$ cat config.mk
export PLATFORM = sky130hd
export DESIGN_NAME = uart_tx_engine_flat
export DESIGN_NICKNAME = d
export VERILOG_FILES = /design/src/rtl/uart_tx_engine_pkg.sv /design/src/rtl/uart_tx_engine_if.sv /design/src/rtl/uart_tx_engine_fifo.sv /design/src/rtl/uart_tx_engine.sv /design/src/flat_wrapper.sv
export SDC_FILE = /design/constraint.sdc
export NUM_CORES = 1
export LEC_CHECK = 0
export ABC_CLOCK_PERIOD_IN_PS = 7100
export CAP_MARGIN = 20
export CORE_ASPECT_RATIO = 1.1
export CORE_MARGIN = 1
export CORE_UTILIZATION = 45
export DETAILED_ROUTE_END_ITERATION = 16
export PLACE_DENSITY = 0.62
export SETUP_SLACK_MARGIN = 0.2
export SYNTH_ARGS = -nofsm -noshare
export SYNTH_HDL_FRONTEND = slang
export SYNTH_SLANG_ARGS = --single-unit
$ cat constraint.sdc
create_clock -name clk -period 7.1 [get_ports clk]
set_input_delay 1.065 -clock clk [delete_from_list [all_inputs] [get_ports clk]]
set_output_delay 1.065 -clock clk [all_outputs]
set_load 0.005 [all_outputs]
$ cat src/rtl/uart_tx_engine_pkg.sv
// Shared definitions for the UART transmit engine: LCR bit positions, FSM encoding,
// and helpers for the stop-bit length and the parity bit.
package uart_tx_engine_pkg;

  localparam int LC_BITS = 0;   // [1:0] word length - 5
  localparam int LC_SB   = 2;
  localparam int LC_PE   = 3;
  localparam int LC_EP   = 4;
  localparam int LC_SP   = 5;
  localparam int LC_BC   = 6;

  typedef enum logic [2:0] {
    ST_IDLE   = 3'd0,
    ST_POP    = 3'd1,
    ST_START  = 3'd2,
    ST_DATA   = 3'd3,
    ST_PARITY = 3'd4,
    ST_STOP   = 3'd5
  } tx_state_e;

  function automatic int stop_ticks(input logic sb, input logic five_bits, input int os);
    if (!sb)      return os;
    if (five_bits) return (3 * os) / 2;
    return 2 * os;
  endfunction

  // {EP,SP}: 00 odd, 10 even, 01 stick-1, 11 stick-0
  function automatic logic parity_bit(input logic [7:0] d, input logic [1:0] bits,
                                      input logic ep, input logic sp);
    logic [7:0] mask;
    logic       p;
    mask = 8'hFF >> (2'd3 - bits);
    p    = ^(d & mask);
    case ({ep, sp})
      2'b00:   return ~p;
      2'b10:   return p;
      2'b01:   return 1'b1;
      default: return 1'b0;
    endcase
  endfunction

endpackage

$ cat src/rtl/uart_tx_engine_if.sv
// Register-file side of the transmitter: THR/LCR/FCR controls in, LSR status out.
interface uart_tx_engine_if #(parameter int CNT_W = 5);
  logic [7:0]       lcr;
  logic [7:0]       wb_dat_i;
  logic             tf_push;
  logic             tx_reset;
  logic             lsr_mask;
  logic [CNT_W-1:0] tf_count;
  logic             tf_overrun;
  logic             thre;
  logic             temt;

  modport master (output lcr, wb_dat_i, tf_push, tx_reset, lsr_mask,
                  input  tf_count, tf_overrun, thre, temt);
  modport slave  (input  lcr, wb_dat_i, tf_push, tx_reset, lsr_mask,
                  output tf_count, tf_overrun, thre, temt);
endinterface

$ cat src/rtl/uart_tx_engine_fifo.sv
// Circular TX FIFO with synchronous flush, occupancy count and sticky overrun flag.
module uart_tx_engine_fifo #(
  parameter int DEPTH = 16,
  parameter int WIDTH = 8,
  parameter int CNT_W = $clog2(DEPTH) + 1
) (
  input  logic             clk,
  input  logic             wb_rst_i,
  input  logic             i_push,
  input  logic [WIDTH-1:0] i_din,
  input  logic             i_pop,
  input  logic             i_flush,
  input  logic             i_ovr_clr,
  output logic [WIDTH-1:0] o_dout,
  output logic [CNT_W-1:0] o_count,
  output logic             o_overrun
);
  localparam int AW = $clog2(DEPTH);

  logic [WIDTH-1:0] r_mem [DEPTH];
  logic [AW-1:0]    r_wptr, r_rptr;
  logic [CNT_W-1:0] r_count;
  logic             r_overrun;
  logic             w_full, w_empty, w_do_pop, w_do_push, w_ovr_set;

  assign w_full    = (r_count == CNT_W'(DEPTH));
  assign w_empty   = (r_count == '0);
  assign w_do_pop  = i_pop & ~w_empty & ~i_flush;
  // A pop in the same clk frees the slot, so a push into a full FIFO is still legal
  assign w_do_push = i_push & ~i_flush & (~w_full | w_do_pop);
  assign w_ovr_set = i_push & ~i_flush & w_full & ~w_do_pop;

  always_ff @(posedge clk or posedge wb_rst_i) begin
    if (wb_rst_i) begin
      r_wptr    <= '0;
      r_rptr    <= '0;
      r_count   <= '0;
      r_overrun <= 1'b0;
    end else begin
      if (i_flush) begin
        r_wptr  <= '0;
        r_rptr  <= '0;
        r_count <= '0;
      end else begin
        if (w_do_push) r_wptr <= r_wptr + AW'(1);
        if (w_do_pop)  r_rptr <= r_rptr + AW'(1);
        case ({w_do_push, w_do_pop})
          2'b10:   r_count <= r_count + CNT_W'(1);
          2'b01:   r_count <= r_count - CNT_W'(1);
          default: r_count <= r_count;
        endcase
      end
      if (w_ovr_set)      r_overrun <= 1'b1;
      else if (i_ovr_clr) r_overrun <= 1'b0;
    end
  end

  always_ff @(posedge clk) begin
    if (w_do_push) r_mem[r_wptr] <= i_din;
  end

  assign o_dout    = r_mem[r_rptr];
  assign o_count   = r_count;
  assign o_overrun = r_overrun;
endmodule

$ cat src/rtl/uart_tx_engine.sv
// UART transmit engine: FIFO-fed serialiser with per-frame latched line format,
// CTS auto flow control and back-to-back framing.
module uart_tx_engine
  import uart_tx_engine_pkg::*;
#(
  parameter int FIFO_DEPTH = 16,
  parameter int OVERSAMPLE = 16,
  parameter int CNT_W      = $clog2(FIFO_DEPTH) + 1
) (
  input  logic                clk,
  input  logic                wb_rst_i,
  uart_tx_engine_if.slave     bus,
  input  logic                enable,
  input  logic                afe,
  input  logic                cts_n,
  output logic                stx_pad_o,
  output logic [2:0]          tstate
);
  localparam int             TW     = $clog2(2 * OVERSAMPLE);
  localparam logic [TW-1:0]  BIT_M1 = TW'(OVERSAMPLE - 1);

  tx_state_e        r_state, w_next;
  logic [TW-1:0]    r_cnt, w_cnt_nxt;
  logic [TW-1:0]    r_stop_m1;
  logic [7:0]       r_shift;
  logic [2:0]       r_bits;
  logic             r_pe, r_par;
  logic [7:0]       w_dout;
  logic             w_nonempty, w_go, w_latch, w_bit_end, w_line;
  logic             w_unused;

  assign w_unused   = bus.lcr[7];
  assign w_nonempty = (bus.tf_count != '0);
  assign w_go       = w_nonempty & ~(afe & cts_n);
  assign w_bit_end  = (r_cnt == '0);
  // The POP tick both pops the FIFO and captures the head word with the current format
  assign w_latch    = enable & (r_state == ST_POP) & w_nonempty;

  uart_tx_engine_fifo #(.DEPTH(FIFO_DEPTH), .WIDTH(8), .CNT_W(CNT_W)) u_fifo (
    .clk       (clk),
    .wb_rst_i  (wb_rst_i),
    .i_push    (bus.tf_push),
    .i_din     (bus.wb_dat_i),
    .i_pop     (w_latch),
    .i_flush   (bus.tx_reset),
    .i_ovr_clr (bus.lsr_mask),
    .o_dout    (w_dout),
    .o_count   (bus.tf_count),
    .o_overrun (bus.tf_overrun)
  );

  always_comb begin
    w_next    = r_state;
    w_cnt_nxt = r_cnt;
    if (enable) begin
      unique case (r_state)
        ST_IDLE: if (w_go) begin
          w_next    = ST_POP;
          w_cnt_nxt = '0;
        end
        ST_POP: begin
          w_next    = w_nonempty ? ST_START : ST_IDLE;
          w_cnt_nxt = w_nonempty ? BIT_M1 : '0;
        end
        ST_START: begin
          if (w_bit_end) begin
            w_next    = ST_DATA;
            w_cnt_nxt = BIT_M1;
          end else w_cnt_nxt = r_cnt - TW'(1);
        end
        ST_DATA: begin
          if (w_bit_end) begin
            w_cnt_nxt = BIT_M1;
            if (r_bits == '0) begin
              if (r_pe) w_next = ST_PARITY;
              else begin
                w_next    = ST_STOP;
                w_cnt_nxt = r_stop_m1;
              end
            end
          end else w_cnt_nxt = r_cnt - TW'(1);
        end
        ST_PARITY: begin
          if (w_bit_end) begin
            w_next    = ST_STOP;
            w_cnt_nxt = r_stop_m1;
          end else w_cnt_nxt = r_cnt - TW'(1);
        end
        ST_STOP: begin
          if (w_bit_end) begin
            w_next    = w_go ? ST_POP : ST_IDLE;
            w_cnt_nxt = '0;
          end else w_cnt_nxt = r_cnt - TW'(1);
        end
        default: begin
          w_next    = ST_IDLE;
          w_cnt_nxt = '0;
        end
      endcase
    end
  end

  always_ff @(posedge clk or posedge wb_rst_i) begin
    if (wb_rst_i) begin
      r_state   <= ST_IDLE;
      r_cnt     <= '0;
      r_stop_m1 <= '0;
      r_shift   <= '0;
      r_bits    <= '0;
      r_pe      <= 1'b0;
      r_par     <= 1'b0;
    end else begin
      r_state <= w_next;
      r_cnt   <= w_cnt_nxt;
      if (w_latch) begin
        r_shift   <= w_dout;
        r_bits    <= 3'd4 + {1'b0, bus.lcr[1:0]};
        r_pe      <= bus.lcr[LC_PE];
        r_par     <= parity_bit(w_dout, bus.lcr[1:0], bus.lcr[LC_EP], bus.lcr[LC_SP]);
        r_stop_m1 <= TW'(stop_ticks(bus.lcr[LC_SB], bus.lcr[1:0] == 2'd0, OVERSAMPLE) - 1);
      end else if (enable && r_state == ST_DATA && w_bit_end) begin
        r_shift <= r_shift >> 1;
        r_bits  <= r_bits - 3'd1;
      end
    end
  end

  always_comb begin
    w_line = 1'b1;
    case (r_state)
      ST_START:  w_line = 1'b0;
      ST_DATA:   w_line = r_shift[0];
      ST_PARITY: w_line = r_par;
      default:   w_line = 1'b1;
    endcase
  end

  // Break overrides the line without stalling the serialiser
  assign stx_pad_o = bus.lcr[LC_BC] ? 1'b0 : w_line;
  assign tstate    = r_state;
  assign bus.thre  = ~w_nonempty;
  assign bus.temt  = ~w_nonempty & (r_state == ST_IDLE);
endmodule
$ cat src/flat_wrapper.sv
// flat-port wrapper written by rule: the top's interface ports become plain ports
module uart_tx_engine_flat import uart_tx_engine_pkg::*;
#(
  parameter int FIFO_DEPTH = 16,
  parameter int OVERSAMPLE = 16,
  parameter int CNT_W      = $clog2(FIFO_DEPTH) + 1
)
  (clk, wb_rst_i, enable, afe, cts_n, stx_pad_o, tstate, bus_lcr, bus_wb_dat_i, bus_tf_push, bus_tx_reset, bus_lsr_mask, bus_tf_count, bus_tf_overrun, bus_thre, bus_temt);
  uart_tx_engine_if #(.CNT_W(CNT_W)) bus_i ();
  input  logic clk;
  input  logic wb_rst_i;
  input  logic enable;
  input  logic afe;
  input  logic cts_n;
  output logic stx_pad_o;
  output logic [2:0] tstate;
  input wire logic [$bits(bus_i.lcr)-1:0] bus_lcr;
  input wire logic [$bits(bus_i.wb_dat_i)-1:0] bus_wb_dat_i;
  input wire logic [$bits(bus_i.tf_push)-1:0] bus_tf_push;
  input wire logic [$bits(bus_i.tx_reset)-1:0] bus_tx_reset;
  input wire logic [$bits(bus_i.lsr_mask)-1:0] bus_lsr_mask;
  output wire logic [$bits(bus_i.tf_count)-1:0] bus_tf_count;
  output wire logic [$bits(bus_i.tf_overrun)-1:0] bus_tf_overrun;
  output wire logic [$bits(bus_i.thre)-1:0] bus_thre;
  output wire logic [$bits(bus_i.temt)-1:0] bus_temt;
  assign bus_i.lcr = bus_lcr;
  assign bus_i.wb_dat_i = bus_wb_dat_i;
  assign bus_i.tf_push = bus_tf_push;
  assign bus_i.tx_reset = bus_tx_reset;
  assign bus_i.lsr_mask = bus_lsr_mask;
  assign bus_tf_count = bus_i.tf_count;
  assign bus_tf_overrun = bus_i.tf_overrun;
  assign bus_thre = bus_i.thre;
  assign bus_temt = bus_i.temt;
  uart_tx_engine #(.FIFO_DEPTH(FIFO_DEPTH), .OVERSAMPLE(OVERSAMPLE), .CNT_W(CNT_W)) u_core (.clk(clk), .wb_rst_i(wb_rst_i), .bus(bus_i), .enable(enable), .afe(afe), .cts_n(cts_n), .stx_pad_o(stx_pad_o), .tstate(tstate));
endmodule
==> results of run 1 <==
[report_power, final]
group / switching, mW / total (mW) / internal [mW]
combinational: 0.304 / 0.566 / 0.261
clock: 0.389 / 0.846 / 0.457
sequential: 0.0819 / 1.20 / 1.12
total: 0.775 / 2.61 / 1.84
[area by class of cell]
class | instances | area [sq um]
Clock inverter | 14 | 115
Clock buffer | 18 | 429
Tap cell | 200 | 250
Inverter | 14 | 52.6
Timing Repair Buffer | 42 | 393
Sequential cell | 166 | 4800
Fill cell | 1299 | 7430
Multi-Input combinational cell | 287 | 2330
[metrics by stage]
stage               utilization (%)  instances  setup slack [ns]
floorplan                         -        491              3.96
global placement               49.4        705              2.55
detailed placement             49.5        707              2.52
CTS                            52.9        739              2.84
global route                   53.0        741              2.60
finish                         53.0        741              3.14
[registers in the layout, summed over array words and instances, names as in the netlist]
signal and flops:
u_core.r_bits 3, u_core.r_cnt 5, u_core.r_par 1, u_core.r_pe 1, u_core.r_shift 8, u_core.r_stop_m1 3, u_core.tstate 3, u_core.u_fifo.o_count 5
u_core.u_fifo.o_overrun 1, u_core.u_fifo.r_mem 128, u_core.u_fifo.r_rptr 4, u_core.u_fifo.r_wptr 4
[kinds of logic (layout without fill, tap and decap cells)]
logic type / after synthesis / in the layout / share of synthesized area, %
compound gates: 72 / 72 / 6.23
xor+xnor: 17 / 17 / 2.35
fa+ha+maj: 12 / 12 / 2.06
buf+inv: 38 / 88 / 2.30
flops: 166 / 166 / 65.7
mux: 41 / 41 / 11.7
simple gates: 145 / 145 / 9.61
[cells in the final DEF (no fill, tap or decap), drive strengths merged, types with 3 or more instances in the layout]
| cell | Yosys | final |
|---|---|---|
| nand2 | 42 | 42 |
| dfrtp | 38 | 38 |
| mux2i | 6 | 6 |
| nor2 | 35 | 35 |
| o41ai | 3 | 3 |
| o31ai | 8 | 8 |
| clkbuf | 16 | 19 |
| nand3 | 11 | 11 |
| nor2b | 7 | 7 |
| a22oi | 7 | 7 |
| and3 | 6 | 6 |
| nor4 | 5 | 5 |
| nand2b | 7 | 7 |
| a22o | 3 | 3 |
| nand3b | 3 | 3 |
| inv | 14 | 21 |
| clkdlybuf4s50 | 0 | 34 |
| or3 | 3 | 3 |
| ha | 12 | 12 |
| a21oi | 20 | 20 |
| clkinv | 0 | 5 |
| o21ai | 21 | 21 |
| xnor2 | 9 | 9 |
| buf | 8 | 7 |
| xor2 | 7 | 7 |
| and2 | 9 | 9 |
| nor3 | 10 | 10 |
| edfxtp | 128 | 128 |
| nand4 | 3 | 3 |
| mux4 | 35 | 35 |
[worst register-to-register path, stage by stage, from the launching register on]
cell and delay, ns:
dfrtp_1 0.67, nor3b_1 0.42, o21a_1 0.25, and2_1 0.70, o21ai_1 0.29, nor2_1 0.38, nand3b_1 0.23, nor2_1 0.66
[Yosys cell counts (7+ instances only)]
cell / number
nand2_1: 42
o21ai_0: 20
a22oi_1: 7
nor3_1: 10
clkbuf_1: 16
o31ai_1: 8
dfrtp_1: 38
a21oi_1: 20
nand3_1: 11
nand2b_1: 7
nor2b_1: 7
and2_1: 9
xor2_1: 7
xnor2_1: 8
edfxtp_1: 128
inv_1: 14
ha_1: 12
mux4_2: 33
nor2_1: 35
[per-layer routing]
layer | wire length, um | vias up | track usage (%)
met2 | 7180 | 92 | 30.9
li1 | - | 1952 | -
met5 | 0 | - | 0
met4 | 224 | 0 | 6.22
met3 | 537 | 19 | 3.66
met1 | 6440 | 2064 | 24.3
[how the worst max path moves through the flow]
| stage | start | to | slack [ns] | cells past startpoint |
|---|---|---|---|---|
| after floorplan | u_core.u_fifo.o_count[1] | u_core.u_fifo.o_count[4] | 3.96 | 12 |
| after global placement | enable | u_core.u_fifo.r_mem[5][6] | 2.55 | 6 |
| after detailed placement | enable | u_core.u_fifo.r_mem[7][5] | 2.52 | 6 |
| after CTS | u_core.tstate[0] | u_core.u_fifo.r_mem[7][7] | 2.84 | 7 |
| after global routing | u_core.tstate[0] | u_core.u_fifo.r_mem[10][0] | 2.60 | 7 |
| final | u_core.tstate[0] | u_core.u_fifo.r_mem[11][0] | 3.14 | 7 |
==> reports/metrics.cfg, run 1 <==
[pwr]
cellPowerDensity_nw_per_um2=312
vdd.ir_drop.worst_uv=179
power_mw=2.61
power_leakage_nw=2.88

[synth]
yosysTopAreaCell=edfxtp_1
synth_fp_nets=527
ys.flop_type=edfxtp_1
synth-seq-cells=166
yosys.area.top_type_share_pct=52.7
syn_area_sq_um=7290
syn_avg_cell_area_sq_um=14.9
ys_seq_area_share_pct=65.7
synthDistinctLibCells=47
syn_inst=491
ys_warn_count=0
async_flop_share_pct=22.9
synth_edf_count=128
netlist_top_cells_area=edfxtp_1 53%, dfrtp_1 13%, mux4_2 10%

[clocking]
cts_hold_buf=0
cts_sinks=166
cts_resized=0
clk_pin_slew_ns=0.06
clockBufferDepth=2
cts_htree_levels=4
clkLatencyLatePin_ns=0.42
cts_tree=done
numCtsBuffers=17
cts_setup_buffers=0
cts-root-buf=clkbuf_16

[worst_setup_path]
cp.required_ns=7.15
cp_cell_sequence=nor3b_1, o21a_1, and2_1, o21ai_1, nor2_1, nand3b_1, nor2_1
max_stage_delay_ns=0.70
worst_r2r_path_depth=7
cpMostUsedCell=nor2_1
r2r-start=u_core.tstate[0]
r2r_slack_ns=3.14
cp_slowest_cell=and2_1
critPathMaxFanout=25
cp_num_buf_inv=0
cp_top_family=simple AND/OR/NAND/NOR gates
crit_type=flop to flop
worstPathArrival_ns=4.01
cp-end-kind=flop
crit_path_start_kind=flop
reg2reg_to=u_core.u_fifo.r_mem[11][0]

[route]
antenna_left=0
vias_per_cell=5.57
route.vias.total=4127
firstDrtPassIters=8
wl_per_cell_um=19.4
totalWireLength_um=14400
drc=0
drt_iter0_markers=248

[timing]
whs_ns=0.506
fin_worst_skew_ns=0.00954
hold_violations=0
rsz0062_at_grt=no
tightestPinTransition_ns=0.854
setup_violations=0
fin_tns_setup_ns=0
final.min_clock_period_ns=3.96
max_freq_mhz=253
period_share_pct=55.8
drv_slew=0
slew_headroom_pct=42.4

[global_route]
grt_max_degree=39
grt_pass1_vias=4198
grt_use_total_pct=18.6
grt_pass1_wl_um=22700
antenna_found_initial=0
grt_remaining_overflow=0

[hold_path]
whs_endpoint=u_core.r_cnt[1]
hp-class=flop to flop
holdPathStages=2
min_from=u_core.r_cnt[1]

[finish]
drive_gt1_share_pct=13.9
final_area_sq_um=8370
nNetsFinal=564
syn_to_final_growth_pct=14.7
antenna_cells=0

[place]
placed_area_sq_um=7810
io_buffers=34
place_congestion=0.864
hpwl_um=9850

[die]
die_area_sq_um=16700
start_util_pct=46.2
row_count=48
core_sq_um=15800
die_height_um=136
die-width_um=123
ios=36

[status]
outcome=finished, final reports clean

[run]
maxCapViolations=0

No activity file was read; power rests on OpenSTA's default activity.
==> run 2: changes to the inputs <==
ABC_CLOCK_PERIOD_IN_PS = 3700   (was 7100)
clock period = 3.7 ns   (was 7.1 ns; I/O delays follow)
==> run 2 against run 1 <==
Effect of this change:
- critical path depth is 2 higher
- total power is 99% higher
- sequential cell count unchanged
- die area stayed put
- clock skew grew 0.00086 ns
- highest routed layer unchanged
- utilization up 1.0 points
- final area grew 2.0%
- global-route usage increased by 0.87 points
- hold slack got worse by 0.0032 ns
- non-clock buffer count increased by 13
- worst setup slack got worse by 2.7 ns
- count of clock-buffer cells in the layout unchanged
==> reports/metrics.cfg, run 2 (synthesis gave the netlist of run 1 again) <==
[finish]
fill_cells=1288  ; -0.85%
max_flop_register=u_core.u_fifo.r_mem
final_area_sq_um=8530  ; +2.0%
regArea_sq_um=4800  ; unchanged
multi_input_area_sq_um=2340  ; +0.21%
largest_reg_flops=128  ; unchanged
final_cell_mix=128 x edfxtp_1, 42 x nand2_1, 37 x dfrtp_1
syn_to_final_growth_pct=17.0
final_common_cell=edfxtp_1
drive_gt1_share_pct=16.1  ; +2.2 points
top_regs=u_core.u_fifo.r_mem: 128 flops, u_core.r_shift: 8 flops
antenna_cells=0  ; unchanged
nNetsFinal=577  ; +2.3%
fin_util_pct=54.0  ; +1.0 points

[pwr]
power_leakage_nw=2.98  ; +3.2%
switching_share_pct=29.0  ; -0.72 points
vdd.ir_drop.worst_uv=342  ; +91%
p_int_mw=3.70  ; +100%
seqPwrFrac_pct=43.8  ; -2.2 points
pwr-share-comb_pct=22.2  ; +0.5 points
cellPowerDensity_nw_per_um2=610  ; +96%
pwr-share-clk_pct=34.0  ; +1.6 points
p_switching_mw=1.51  ; +95%

[place]
io_buffers=34  ; unchanged
place_congestion=0.861  ; -0.43%
placed_area_sq_um=7930  ; +1.5%
hpwl_um=10100  ; +2.7%

[timing]
setup_violations=0  ; unchanged
hold_violations=0  ; unchanged
max_freq_mhz=311  ; +23%
period_share_pct=87.0  ; +31 points
fin_tns_setup_ns=0  ; unchanged
tightestPinTransition_ns=0.745  ; -0.109 ns
slew_headroom_pct=50.1  ; +7.7 points
rsz0062_at_grt=no
fin_worst_skew_ns=0.0104  ; +0.000859 ns
drv_slew=0  ; unchanged
final.min_clock_period_ns=3.22  ; -0.739 ns

[worst_setup_path]
r2r-start=u_core.u_fifo.r_rptr[0]
cp-end-kind=flop
cp_cell_sequence=buf_4, mux4_2, a22oi_1, nand3_1, xnor3_2, xnor2_1, a21oi_1, o31a_1, o31ai_1
crit_type=flop to flop
cp.required_ns=4.03  ; -3.12 ns
cp_num_buf_inv=1  ; +1
crit_path_start_kind=flop
r2r_slack_ns=0.48  ; -2.66 ns
cp_num_cells=9  ; +2
max_stage_delay_ns=0.67  ; -0.03 ns
cp_slowest_cell=dfrtp_2
worst_r2r_path_depth=9  ; +2
critPathMaxFanout=15  ; -40%
cp_top_family=compound AO/OA/AOI/OAI gates
worstPathArrival_ns=3.55  ; -0.46 ns
reg2reg_to=u_core.r_par
crit_start=u_core.u_fifo.r_rptr[0]
critPathCapture=u_core.r_par

[die]
start_util_pct=46.2  ; unchanged
die_height_um=136  ; unchanged
row_count=48  ; unchanged
ios=36  ; unchanged
die-width_um=123  ; unchanged
core_sq_um=15800  ; unchanged
die_area_sq_um=16700  ; unchanged

[clocking]
cts_tree=done
clk_pin_slew_ns=0.07  ; about the same
clkLatencyLatePin_ns=0.42  ; about the same
cts_hold_buf=0  ; unchanged
cts-root-buf=clkbuf_16
numCtsBuffers=17  ; unchanged
cts_setup_buffers=0  ; unchanged
cts_htree_levels=4  ; unchanged
cts_sinks=166  ; unchanged
clockBufferDepth=2  ; unchanged

[global_route]
grt_remaining_overflow=0  ; unchanged
grt_max_degree=39  ; unchanged
grt_pass1_vias=4291  ; +2.2%
antenna_found_initial=0  ; unchanged
grt_pass1_wl_um=23500  ; +3.6%
grt_use_total_pct=19.4  ; +0.87 points

[route]
firstDrtPassIters=5  ; -3
route.vias.total=4286  ; +3.9%
antenna_left=0  ; unchanged
totalWireLength_um=14800  ; +2.8%
vias_per_cell=5.68  ; +2.1%
wl_per_cell_um=19.6  ; +1.0%
drc=0  ; unchanged
drt_iter0_markers=309  ; +25%

[run]
maxCapViolations=0  ; unchanged

[hold_path]
hp-class=flop to flop

[status]
outcome=finished, final reports clean

-- run 2: stage by stage --
| step | hold slack, ns | power (mW) | setup WS (ns) | std cells |
|---|---|---|---|---|
| final | 0.503 | 5.20 | 0.481 | 754 |
| after global routing | 0.532 | 5.46 | 0.281 | 754 |
| after CTS | 0.501 | 5.24 | 0.466 | 754 |
| after detailed placement | 0.487 | 3.47 | 0.461 | 722 |
| after global placement | 0.478 | 3.44 | 0.532 | 722 |
| after floorplan | 0.440 | 3.09 | 0.559 | 491 |
-- run 2: worst min-delay path by stage --
stage | slack [ns] | cells after the start | startpoint | endpoint
final | 0.50 | 2 | u_core.r_stop_m1[4] | u_core.r_stop_m1[4]
after detailed placement | 0.49 | 2 | u_core.r_stop_m1[4] | u_core.r_stop_m1[4]
after floorplan | 0.44 | 2 | u_core.r_par | u_core.r_par
after global routing | 0.53 | 2 | u_core.r_cnt[1] | u_core.r_cnt[1]
after CTS | 0.50 | 2 | u_core.r_stop_m1[4] | u_core.r_stop_m1[4]
after global placement | 0.48 | 2 | u_core.r_stop_m1[4] | u_core.r_stop_m1[4]
-- run 2: final cells by class --
class,instances,area share [%]
Clock buffer,18,5.03
Clock inverter,14,1.98
Sequential cell,166,56.2
Tap cell,200,2.93
Inverter,14,0.616
Multi-Input combinational cell,287,27.4
Timing Repair Buffer,55,5.84
-- run 2: worst register-to-register path, stage by stage (launching register included) --
cell and delay (ns):
dfrtp_2 0.67, buf_4 0.32, mux4_2 0.56, a22oi_1 0.19
nand3_1 0.15, xnor3_2 0.40, xnor2_1 0.27, a21oi_1 0.11
o31a_1 0.29, o31ai_1 0.18
-- run 2: routing by layer --
layer  routed length (um)  GRT usage (%)  up-vias
met5                    0              0        -
met4                  220           6.83        0
met3                  553           3.58       17
met2                 7440           31.3      102
met1                 6580           26.5     2188
li1                     -              -     1979
-- run 2: power groups by stage --
stage	sequential, mW	combinational, mW	clock (mW)
global placement	2.31	1.13	0
floorplan	2.27	0.828	0
CTS	2.28	1.16	1.80
finish	2.28	1.16	1.77
global route	2.30	1.29	1.87
detailed placement	2.31	1.16	0
-- run 2: timing repair --
item / CTS / global route
endpoints found under the setup margin: 0 / 1
gates resized for setup: 0 / 1
hold endpoints to repair: 0 / 0
==> run 3: changes to the inputs <==
PLACE_DENSITY = 0.61   (was 0.62)
SYNTH_HIERARCHICAL = 1   (was unset)
==> run 3 against run 2 <==
Effect of this change:
- hold slack worse by 0.037 ns
- synthesized cell count decreased by 1.6%
- global-route usage is 1.6 points lower
- final area increased by 0.76%
- total power increased by 4.0%
- first-iteration DRC count increased by 2.9%
- die area up 1.5%
- critical path depth shrank 1
- synthesized area increased by 1.6%
- clock skew decreased by 0.00081 ns
- combinational power up 12%
- via count shrank 2.6%
- critical path type unchanged
- highest routed layer unchanged
==> reports/metrics.cfg, run 3 <==
[status]
outcome=finished, final reports clean

[worst_setup_path]
cp-end-kind=flop
cp_num_buf_inv=1  ; unchanged
crit_path_start_kind=flop
cp_cell_sequence=buf_4, mux4_2, mux4_2, and3b_1, o21ai_0, a31oi_1, o31a_1, o31ai_1
crit_type=flop to flop
cpMostUsedCell=mux4_2
critPathMaxFanout=14  ; -1
worst_r2r_path_depth=8  ; -1
cp.required_ns=4.03  ; about the same
cp_slowest_cell=dfrtp_2
cp_num_cells=8  ; -1
cp_top_family=multiplexers
max_stage_delay_ns=0.65  ; -0.02 ns
worstPathArrival_ns=3.58  ; +0.03 ns

[clocking]
cts_resized=0  ; unchanged
cts_sinks=166  ; unchanged
cts_setup_buffers=0  ; unchanged
cts_hold_buf=0  ; unchanged
cts_htree_levels=4  ; unchanged
cts-root-buf=clkbuf_16
clkLatencyLatePin_ns=0.43  ; about the same
clk_pin_slew_ns=0.06  ; about the same
clockBufferDepth=2  ; unchanged
numCtsBuffers=17  ; unchanged
cts_tree=done

[route]
drt_iter0_markers=318  ; +2.9%
totalWireLength_um=14300  ; -3.2%
drc=0  ; unchanged
vias_per_cell=5.62  ; -1.1%
antenna_left=0  ; unchanged
wl_per_cell_um=19.3  ; -1.8%
route.vias.total=4176  ; -2.6%
firstDrtPassIters=4  ; -1

[synth]
ys_seq_area_share_pct=64.7  ; -1.0 points
netlist_top_cells_area=edfxtp_1 52%, dfrtp_1 13%, mux4_2 12%
synth_common_cells=128 x edfxtp_1, 40 x mux4_2, 38 x dfrtp_1
synth-seq-cells=166  ; unchanged
yosys.area.top_type_share_pct=51.9  ; -0.81 points
synthDistinctLibCells=69  ; +47%
yosysTopAreaCell=edfxtp_1
yosysMostFrequentCell=edfxtp_1
syn_area_sq_um=7410  ; +1.6%
synth_fp_nets=517  ; -1.9%
syn_inst=483  ; -1.6%
ys.flop_type=edfxtp_1
synth_edf_count=128  ; unchanged
syn_avg_cell_area_sq_um=15.3  ; +3.2%
async_flop_share_pct=22.9  ; unchanged
ys_warn_count=6  ; +6

[timing]
drv_slew=0  ; unchanged
final.min_clock_period_ns=3.25  ; +0.0272 ns
max_freq_mhz=308  ; -0.84%
rsz0062_at_grt=no
slew_headroom_pct=37.2  ; -13 points
fin_tns_setup_ns=0  ; unchanged
tightestPinTransition_ns=0.941  ; +0.196 ns
fin_worst_skew_ns=0.00959  ; -0.000809 ns
setup_violations=0  ; unchanged
period_share_pct=87.7  ; +0.74 points
hold_violations=0  ; unchanged

[finish]
largest_reg_flops=128  ; unchanged
final_common_cell=edfxtp_1
max_flop_register=u_core/u_fifo/r_mem
fin_util_pct=54.0  ; about the same
final_cell_mix=128 x edfxtp_1, 40 x mux4_2, 37 x dfrtp_1
syn_to_final_growth_pct=16.0
drive_gt1_share_pct=19.5  ; +3.5 points
final_area_sq_um=8600  ; +0.76%
antenna_cells=0  ; unchanged
final_cell_count_no_fill=743  ; -1.5%
top_regs=u_core/u_fifo/r_mem: 128 flops, u_core/r_shift: 8 flops
nNetsFinal=565  ; -2.1%

[global_route]
grt_use_total_pct=17.9  ; -1.6 points
grt_remaining_overflow=0  ; unchanged
grt_max_degree=25  ; -36%
grt_pass1_vias=4150  ; -3.3%
antenna_found_initial=0  ; unchanged
grt_pass1_wl_um=22700  ; -3.6%

[die]
die_height_um=137  ; +0.77%
start_util_pct=46.5  ; +0.37 points
row_count=48  ; unchanged
ios=36  ; unchanged
core_sq_um=15900  ; +0.76%
die_area_sq_um=17000  ; +1.5%
die-width_um=124  ; +0.76%

[place]
place_congestion=0.810  ; -5.8%
place_inst=712  ; -1.4%
placed_area_sq_um=8020  ; +1.2%
hpwl_um=9680  ; -4.3%
io_buffers=34  ; unchanged

[pwr]
cellPowerDensity_nw_per_um2=630  ; +3.2%
power_leakage_nw=2.99  ; +0.34%
vdd.ir_drop.worst_uv=372  ; +8.8%

[hold_path]
holdPathStages=1  ; -1
hp-class=flop to flop

[run]
maxCapViolations=0  ; unchanged

## run 3: cell types whose count changed in the layout (fill, tap and decap cells not counted), moves of 4 or more
cell,delta
nor3_1,-6
a21oi_1,-6
nand2_1,-8
o31ai_1,-6
o22ai_1,+4
mux2i_1,-5
inv_1,+5
o21ai_0,-5
mux4_2,+7
a21o_1,+4
and3_1,-5
## run 3: metal layers
metal / up-vias / GRT usage [%] / wire length (um)
met3: 19 / 3.40 / 479
met5: - / 0 / 0
li1: 1947 / - / -
met1: 2115 / 22.6 / 6250
met4: 0 / 7.10 / 257
met2: 95 / 30.7 / 7330
## run 3: worst reg2reg max path: cells and delay by family (launching register included)
family / cells / cell delay, ns
mux: 2 / 1.11
simple gates: 1 / 0.19
buf+inv: 1 / 0.36
compound gates: 4 / 0.85
flops: 1 / 0.65
## run 3: stage by stage
step | total power [mW] | setup WS, ns | hold slack, ns
floorplan | 3.35 | 0.391 | 0.427
detailed placement | 3.72 | 0.268 | 0.448
finish | 5.41 | 0.453 | 0.466
CTS | 5.46 | 0.411 | 0.464
global placement | 3.68 | 0.370 | 0.448
global route | 5.68 | 0.286 | 0.476
## run 3: path summary, 6_finish.rpt
check / from / to / slack, ns
setup / recovery: u_core/u_fifo/r_rptr[0] / u_core/r_par / 0.45
hold / removal: u_core/r_stop_m1[2] / u_core/r_stop_m1[2] / 0.47
setup reg to reg: u_core/u_fifo/r_rptr[0] / u_core/r_par / 0.45
hold reg to reg: u_core/r_stop_m1[2] / u_core/r_stop_m1[2] / 0.47
max in group asynchronous: wb_rst_i / u_core/r_par / 2.44
min in group asynchronous: wb_rst_i / u_core/u_fifo/o_count[1] / 0.52
## run 3: cells by family (layout without fill, tap and decap cells)
logic type	after synthesis	count (layout)	synth area share (%)
flip-flops	166	166	64.7
AND/OR/NAND/NOR	132	132	9.34
AO/OA/AOI/OAI	72	72	6.91
buffers and inverters	45	105	2.77
multiplexers	42	42	12.5
XOR/XNOR	16	16	2.08
adder cells (fa/ha/maj)	10	10	1.69
## run 3: area by class of cell
cell class	count	area, sq um
Fill cell	1288	7320
Sequential cell	166	4800
Multi-Input combinational cell	272	2410
Timing Repair Buffer	54	490
Clock buffer	17	425
Tap cell	200	250
Clock inverter	14	151
Inverter	20	75.1
## run 3: report_power, final
part           switching, mW  internal (mW)
logic                  0.647          0.656
registers              0.206           2.17
clock network          0.734          0.997
total                   1.59           3.83
